`config.mk`:
```
export PLATFORM = sky130hd
export DESIGN_NAME = uart_tx
export DESIGN_NICKNAME = d
export VERILOG_FILES = /design/src/rtl/uart_tx.sv
export SDC_FILE = /design/constraint.sdc
export NUM_CORES = 1
export LEC_CHECK = 0
export ABC_AREA = 1
export BUFFER_PORTS_ARGS = -buffer_cell sky130_fd_sc_hd__buf_4
export CAP_MARGIN = 20
export CORE_MARGIN = 4
export CORE_UTILIZATION = 35
export CTS_BUF_LIST = sky130_fd_sc_hd__clkbuf_16
export DETAILED_ROUTE_END_ITERATION = 12
export MAX_ROUTING_LAYER = met4
export PLACE_DENSITY = 0.56
export SYNTH_ARGS = -nofsm -noshare
export SYNTH_HDL_FRONTEND = slang
export SYNTH_SLANG_ARGS = --single-unit
```
`constraint.sdc`:
```
create_clock -name clk -period 2.9 [get_ports clk]
set_input_delay 0.29 -clock clk [delete_from_list [all_inputs] [get_ports clk]]
set_output_delay 0.29 -clock clk [all_outputs]
set_load 0.01 [all_outputs]
```
`src/rtl/uart_tx.sv`:
```
// 8N1 UART transmitter with CTS# flow control and a one-entry holding register.
// Define UART_TX_PARITY_EN to insert an even-parity bit (8E1 frames).
module uart_tx #(
  parameter int unsigned CLK_FREQ = 12000000,
  parameter int unsigned BAUD     = 115200
) (
  input  logic       clk,
  input  logic       reset_n,
  input  logic [7:0] data_in,
  input  logic       valid,
  output logic       ready,
  input  logic       cts_n,
  output logic       tx,
  output logic       busy
);

  localparam int unsigned CLKS_PER_BIT = CLK_FREQ / BAUD;
  localparam int unsigned CntW = (CLKS_PER_BIT > 1) ? $clog2(CLKS_PER_BIT) : 1;
  localparam logic [CntW-1:0] CntMax = CntW'(CLKS_PER_BIT - 1);

  typedef enum logic [2:0] {
    StIdle,
    StStart,
    StData,
`ifdef UART_TX_PARITY_EN
    StParity,
`endif
    StStop
  } state_e;

  state_e          state_q;
  logic [7:0]      hold_q;
  logic            hold_full_q;
  logic [7:0]      shift_q;
  logic [2:0]      bit_idx_q;
  logic [CntW-1:0] cnt_q;
  logic            tx_q;
  logic            busy_q;
  logic            cts_meta_q;
  logic            cts_sync_q;
`ifdef UART_TX_PARITY_EN
  logic            parity_q;
`endif

  logic cts_ok;
  logic accept;
  logic cnt_done;
  logic start_ok;
  logic load_frame;

  assign cts_ok   = ~cts_sync_q;
  assign accept   = valid & ~hold_full_q;
  assign cnt_done = (cnt_q == '0);
  assign start_ok = hold_full_q & cts_ok;
  // A pending byte starts either from idle or straight out of the last stop cycle.
  assign load_frame = start_ok & ((state_q == StIdle) | ((state_q == StStop) & cnt_done));

  assign ready = ~hold_full_q;
  assign tx    = tx_q;
  assign busy  = busy_q;

  always_ff @(posedge clk or negedge reset_n) begin
    if (!reset_n) begin
      state_q     <= StIdle;
      hold_q      <= '0;
      hold_full_q <= 1'b0;
      shift_q     <= '0;
      bit_idx_q   <= '0;
      cnt_q       <= CntMax;
      tx_q        <= 1'b1;
      busy_q      <= 1'b0;
      cts_meta_q  <= 1'b1;
      cts_sync_q  <= 1'b1;
`ifdef UART_TX_PARITY_EN
      parity_q    <= 1'b0;
`endif
    end else begin
      cts_meta_q <= cts_n;
      cts_sync_q <= cts_meta_q;

      if (accept) begin
        hold_q      <= data_in;
        hold_full_q <= 1'b1;
      end

      case (state_q)
        StIdle: ;
        StStart: begin
          if (cnt_done) begin
            state_q   <= StData;
            tx_q      <= shift_q[0];
            shift_q   <= {1'b0, shift_q[7:1]};
            bit_idx_q <= 3'd0;
            cnt_q     <= CntMax;
          end else begin
            cnt_q <= cnt_q - CntW'(1);
          end
        end
        StData: begin
          if (cnt_done) begin
            cnt_q <= CntMax;
            if (bit_idx_q == 3'd7) begin
`ifdef UART_TX_PARITY_EN
              state_q <= StParity;
              tx_q    <= parity_q;
`else
              state_q <= StStop;
              tx_q    <= 1'b1;
`endif
            end else begin
              bit_idx_q <= bit_idx_q + 3'd1;
              tx_q      <= shift_q[0];
              shift_q   <= {1'b0, shift_q[7:1]};
            end
          end else begin
            cnt_q <= cnt_q - CntW'(1);
          end
        end
`ifdef UART_TX_PARITY_EN
        StParity: begin
          if (cnt_done) begin
            state_q <= StStop;
            tx_q    <= 1'b1;
            cnt_q   <= CntMax;
          end else begin
            cnt_q <= cnt_q - CntW'(1);
          end
        end
`endif
        StStop: begin
          if (cnt_done) begin
            if (!start_ok) begin
              state_q <= StIdle;
              busy_q  <= 1'b0;
            end
          end else begin
            cnt_q <= cnt_q - CntW'(1);
          end
        end
        default: begin
          state_q <= StIdle;
          busy_q  <= 1'b0;
          tx_q    <= 1'b1;
        end
      endcase

      // Overrides the per-state updates above; accept and unload never coincide
      // because accept needs the holding register empty.
      if (load_frame) begin
        state_q     <= StStart;
        shift_q     <= hold_q;
        hold_full_q <= 1'b0;
        cnt_q       <= CntMax;
        tx_q        <= 1'b0;
        busy_q      <= 1'b1;
`ifdef UART_TX_PARITY_EN
        parity_q    <= ^hold_q;
`endif
      end
    end
  end

endmodule

```
* Word level (Yosys, flattened, before mapping)
Index checks and enable logic that the tools add are counted.
** Word-level totals
- Register bits after elaboration :: 34
- Input bits :: 12
- Output and inout bits :: 3
- Word-level logic and storage cells :: 82
** Operators by class
- Add/sub/neg operators :: 2
- Equality and inequality tests :: 17
- Multiplexer cells :: 31
- Bitwise gates (word level) :: 7
- Reduce and logical (&&, ||, !) cells :: 15
** Operator list (count)
- $mux 8 :: 4
- $mux 3 :: 9
- $mux 7 :: 3
- $ne 3x3->1 const B :: 7
- $pmux 8 s2 :: 1
- $pmux 7 s2 :: 1
- $pmux 3 s4 :: 1
- $mux 1 :: 9
- $ne 2x2->1 const B :: 4
- $reduce_and 4->1 :: 2
- $logic_not 7->1 :: 1
- $sub 7x1->7 const B :: 1
- $eq 3x2->1 const B :: 2
- $pmux 3 s2 :: 1
- $reduce_and 3->1 :: 2
- $reduce_and 6->1 :: 1
- $reduce_bool 3->1 :: 2
- $and 1x1->1 :: 4
- $ne 2x1->1 const B :: 2
- $reduce_bool 2->1 :: 2
- $reduce_or 2->1 :: 2
- $add 3x1->3 const B :: 1
- $eq 3x1->1 const B :: 1
- $eq 3x3->1 const B :: 1
- other kinds (7) :: 8

* Longest topological paths before layout
- Word-level depth :: 6
- Mapped depth :: 11
- Mapped depth without buffers :: 11

* Worst setup path after synthesis
Ideal clock, no wire load.
- Path kind :: flip-flop to flip-flop
- From :: reg cnt_q[0]
- To :: reg shift_q[0]
- Library setup time :: 0.116 ns
- Arrival :: 1.532 ns
- Required time :: 2.784 ns
- Setup slack :: 1.252 ns
- Stages on the path, launching flop included :: 11
- Path buffers :: 0
- Clock period less this slack :: 1.648 ns
- Cells stage by stage :: dfstp_2 -> inv_1 -> ha_1 -> nand2_1 -> nor2_8 -> nand2_4 -> nand2_8 -> nor2_4 -> inv_2 -> nand2_1 -> nand2_1
** On the way
- Word-level cells in the longest chain between the ends :: 6
- Elaborated cells on any way between the ends :: 10
- Those cells by class :: 3 x eq/ne; 1 x mux; 3 x bitwise; 3 x reduce/logical
** RTL lines
- start: declaration :: line 36 : logic [CntW-1:0] cnt_q;
- start signal: assignment :: line 69 : cnt_q <= CntMax;
- start signal: assignment :: line 94 : cnt_q <= CntMax;
- start signal: assignment :: line 96 : cnt_q <= cnt_q - CntW'(1);
- $logic_not 7->1 (*) :: line 53 : assign cnt_done = (cnt_q == '0);
- $and 1x1->1 :: line 56 : assign load_frame = start_ok & ((state_q == StIdle) | ((state_q == StStop) & cnt_done));
- $or 1x1->1 :: line 56
- $and 1x1->1 :: line 56
- $ne 3x3->1 (no line) or $reduce_bool 3->1 (tied branches)
- $reduce_and 4->1 (no line)
- end signal: assignment :: line 92 : shift_q <= {1'b0, shift_q[7:1]};
- end signal: assignment :: line 113 : shift_q <= {1'b0, shift_q[7:1]};
- end signal: assignment :: line 151 : shift_q <= hold_q;
- end: declaration :: line 34 : logic [7:0] shift_q;
Every way passes the cells marked *; elsewhere a longest branch is shown, timed or not.
A chain may end at the register's enable or synchronous reset.

* Worst setup path after layout
Same ends and word-level chain as after synthesis.

==> flow_metrics.py <==
metrics = {
    "finish": {
        "area_growth_pct": 18.9,
        "nets": 244,
        "drive_gt1_share_pct": 24.4,
        "diodes": 0,
    },
    "sta": {
        "rsz0062_at_grt": "no",
        "setup-violations-final": 0,
        "worstMarginPinSlew_ns": 0.419,
        "hold_viol_final": 0,
        "relSlewSlack_pct": 72.0,
        "fmax_mhz": 524,
        "min_period_ns": 1.91,
        "tns_ns": 0,
        "finClkSkew_ns": 0.00444,
        "finalCritPeriodShare_pct": 65.7,
        "slew_violations": 0,
        "hold_ws_ns": 0.120,
    },
    "clocking": {
        "clockBufferDepth": 2,
        "numCtsBuffers": 5,
        "cts-root-buf": "clkbuf_16",
        "tritoncts": "built",
        "cts_setup_buffers": 0,
        "worstSkewPairLatency_ns": 0.27,
        "clock-sinks": 33,
        "clkTransAtPathRegs_ns": 0.05,
        "htreeDepth": 2,
    },
    "drt": {
        "drt_iter0_markers": 90,
        "num_vias": 1340,
        "totalWireLength_um": 3440,
        "drc": 0,
        "avgViaCountPerCell": 4.59,
        "dr.pass1.iters": 5,
        "ant_nets": 0,
        "wl_per_cell_um": 11.8,
    },
    "setup_path": {
        "r2r_setup_slack_ns": 0.99,
        "start_kind": "flip-flop",
        "arrival_ns": 2.07,
        "critPathKind": "reg2reg",
        "cp-end-kind": "flip-flop",
        "cp-startpoint": "cnt_q[0]",
        "crit_path_max_fanout": 15,
        "cp_data_required_time_ns": 3.06,
        "worst_r2r_startpoint": "cnt_q[0]",
    },
    "global_routing": {
        "grt_max_degree": 34,
        "grt_pass1_vias": 1302,
        "grt_pass1_wl_um": 5990,
        "track_usage_pct": 12.7,
        "gr-total-overflow": 0,
        "antenna_found_initial": 0,
    },
    "die": {
        "die_h_um": 79.7,
        "initial_utilization_pct": 37.1,
        "core-area_um2": 4850,
        "rows": 25,
        "num_io_pins": 15,
        "die_area_um2": 6350,
        "die_x_um": 79.7,
    },
    "placement": {
        "gp_congestion": 0.841,
        "numPortBuffers": 14,
        "dp_hpwl_um": 2360,
    },
    "synthesis": {
        "ys_ff_latch": 33,
        "synth_seq_area_share_pct": 46.5,
        "synth_top_cell_area_share_pct": 34.8,
        "yosysMostFrequentCell": "nand2_1",
        "syn_inst": 204,
        "ys_types": 26,
        "ys_warn_count": 0,
        "synth_edf_count": 0,
        "ys_async_sr_fraction_pct": 100,
        "syn_area_per_cell_um2": 8.82,
        "synth_common_cells": "nand2_1 (71), dfrtp_1 (25), inv_1 (19), nand3_1 (14), nor2_1 (9)",
        "synth_area_um2": 1800,
        "synth_area_leader_cell": "dfrtp_1",
        "ys_top_cells_by_area": "dfrtp_1 (35%), nand2_1 (15%), dfstp_2 (12%), ha_1 (5.6%), mux2_2 (4.4%)",
        "syn-num-nets": 224,
        "ys.flop_type": "dfrtp_1",
    },
    "worst_hold_path": {
        "hp-start": "cts_n",
        "hp-class": "in2reg",
    },
    "outcome": {
        "status": "completed",
    },
    "power": {
        "p_leak_nw": 1.16,
        "peakVddDrop_v": 0.000377,
        "p_per_area_nw_per_um2": 557,
    },
    "job": {
        "cap_violations": 0,
    },
}
## placed cells by master (no fill, tap or decap), types with 2 or more instances in the layout
cell       Yosys  routed
mux2_2         7       7
o211ai_1       3       3
nor2_8         2       2
nand2_2        7       7
nor2_1         9       9
nor2_4         3       3
buf_4          0      14
xor2_1         3       3
o21ai_0        6       6
clkbuf_16      0       5
ha_1           8       8
dfrtp_1       25      25
inv_1         19      19
inv_2          3       3
nand2_1       71      71
nand3_1       14      14
nand2_4        2       2
a21oi_1        5       5
dfstp_2        8       8
## path summary, 6_finish.rpt
kind / endpoint / depth (start not counted)
hold reg to reg: cts_sync_q / 0
setup reg to reg: shift_q[0] / 10
hold / removal: cts_meta_q / 1
setup / recovery: shift_q[0] / 10
max in group asynchronous: cnt_q[6] / 2
min in group asynchronous: cnt_q[4] / 2
## sequential cells by signal (all words and copies together), names as in the netlist
signal,flops
hold_q,8
shift_q,8
cnt_q,7
bit_idx_q,3
state_q,2
busy,1
cts_meta_q,1
cts_sync_q,1
hold_full_q,1
tx,1
## logic make-up after synthesis
logic type	Yosys count	synth area share (%)
simple gates	112	30.7
flops	33	46.5
buf+inv	24	5.98
compound gates	17	5.49
fa+ha+maj	8	5.56
mux	7	4.38
xor+xnor	3	1.46
## worst max-delay path, cell delays in order (launching register included)
cell and delay (ns):
dfstp_2 0.51, inv_1 0.06, ha_1 0.25, nand2_1 0.18, nor2_8 0.07, nand2_4 0.15
nand2_8 0.13, nor2_4 0.21, inv_2 0.10, nand2_1 0.07, nand2_1 0.05
## through the flow
step | worst slack (ns) | area [um^2] | power (mW) | utilization, % | std cells
global placement | 0.994 | 1960 | 0.606 | 40.5 | 283
global route | 0.795 | 2140 | 1.25 | 44.1 | 292
finish | 0.993 | 2140 | 1.19 | 44.1 | 292
detailed placement | 0.982 | 1960 | 0.608 | 40.5 | 283
floorplan | 1.25 | 1800 | 0.574 | - | 204
CTS | 0.967 | 2140 | 1.21 | 44.1 | 292
## routing by layer
metal,GRT usage [%],vias up,part of all wire [%]
li1,-,690,-
met1,16.5,624,51
met2,18.7,20,44
met3,3.72,6,3.5
met4,4.47,0,1.4
met5,-,-,0
## layout make-up
| type | instances | area [um^2] |
|---|---|---|
| flip-flops and latches | 33 | 836 |
| well taps | 67 | 83.8 |
| multi-input cells | 147 | 856 |
| inverters | 22 | 82.6 |
| clock buffers | 5 | 125 |
| clock inverters | 3 | 41.3 |
| repair buffers | 15 | 115 |
| fillers | 479 | 2710 |
## where the power goes
| group | total [mW] | internal (mW) | switching (mW) | leakage, nW |
|---|---|---|---|---|
| Sequential | 0.528 | 0.505 | 0.0229 | 0.389 |
| Combinational | 0.0709 | 0.0415 | 0.0294 | 0.692 |
| Clock | 0.592 | 0.402 | 0.191 | 0.0775 |
## repair_timing
item	4_1_cts	5_1_grt
endpoints found under the hold margin	25	0
gates resized for setup	0	0
setup endpoints to repair	0	0
hold buffers	1	0
(Power assumes the default switching activity.)
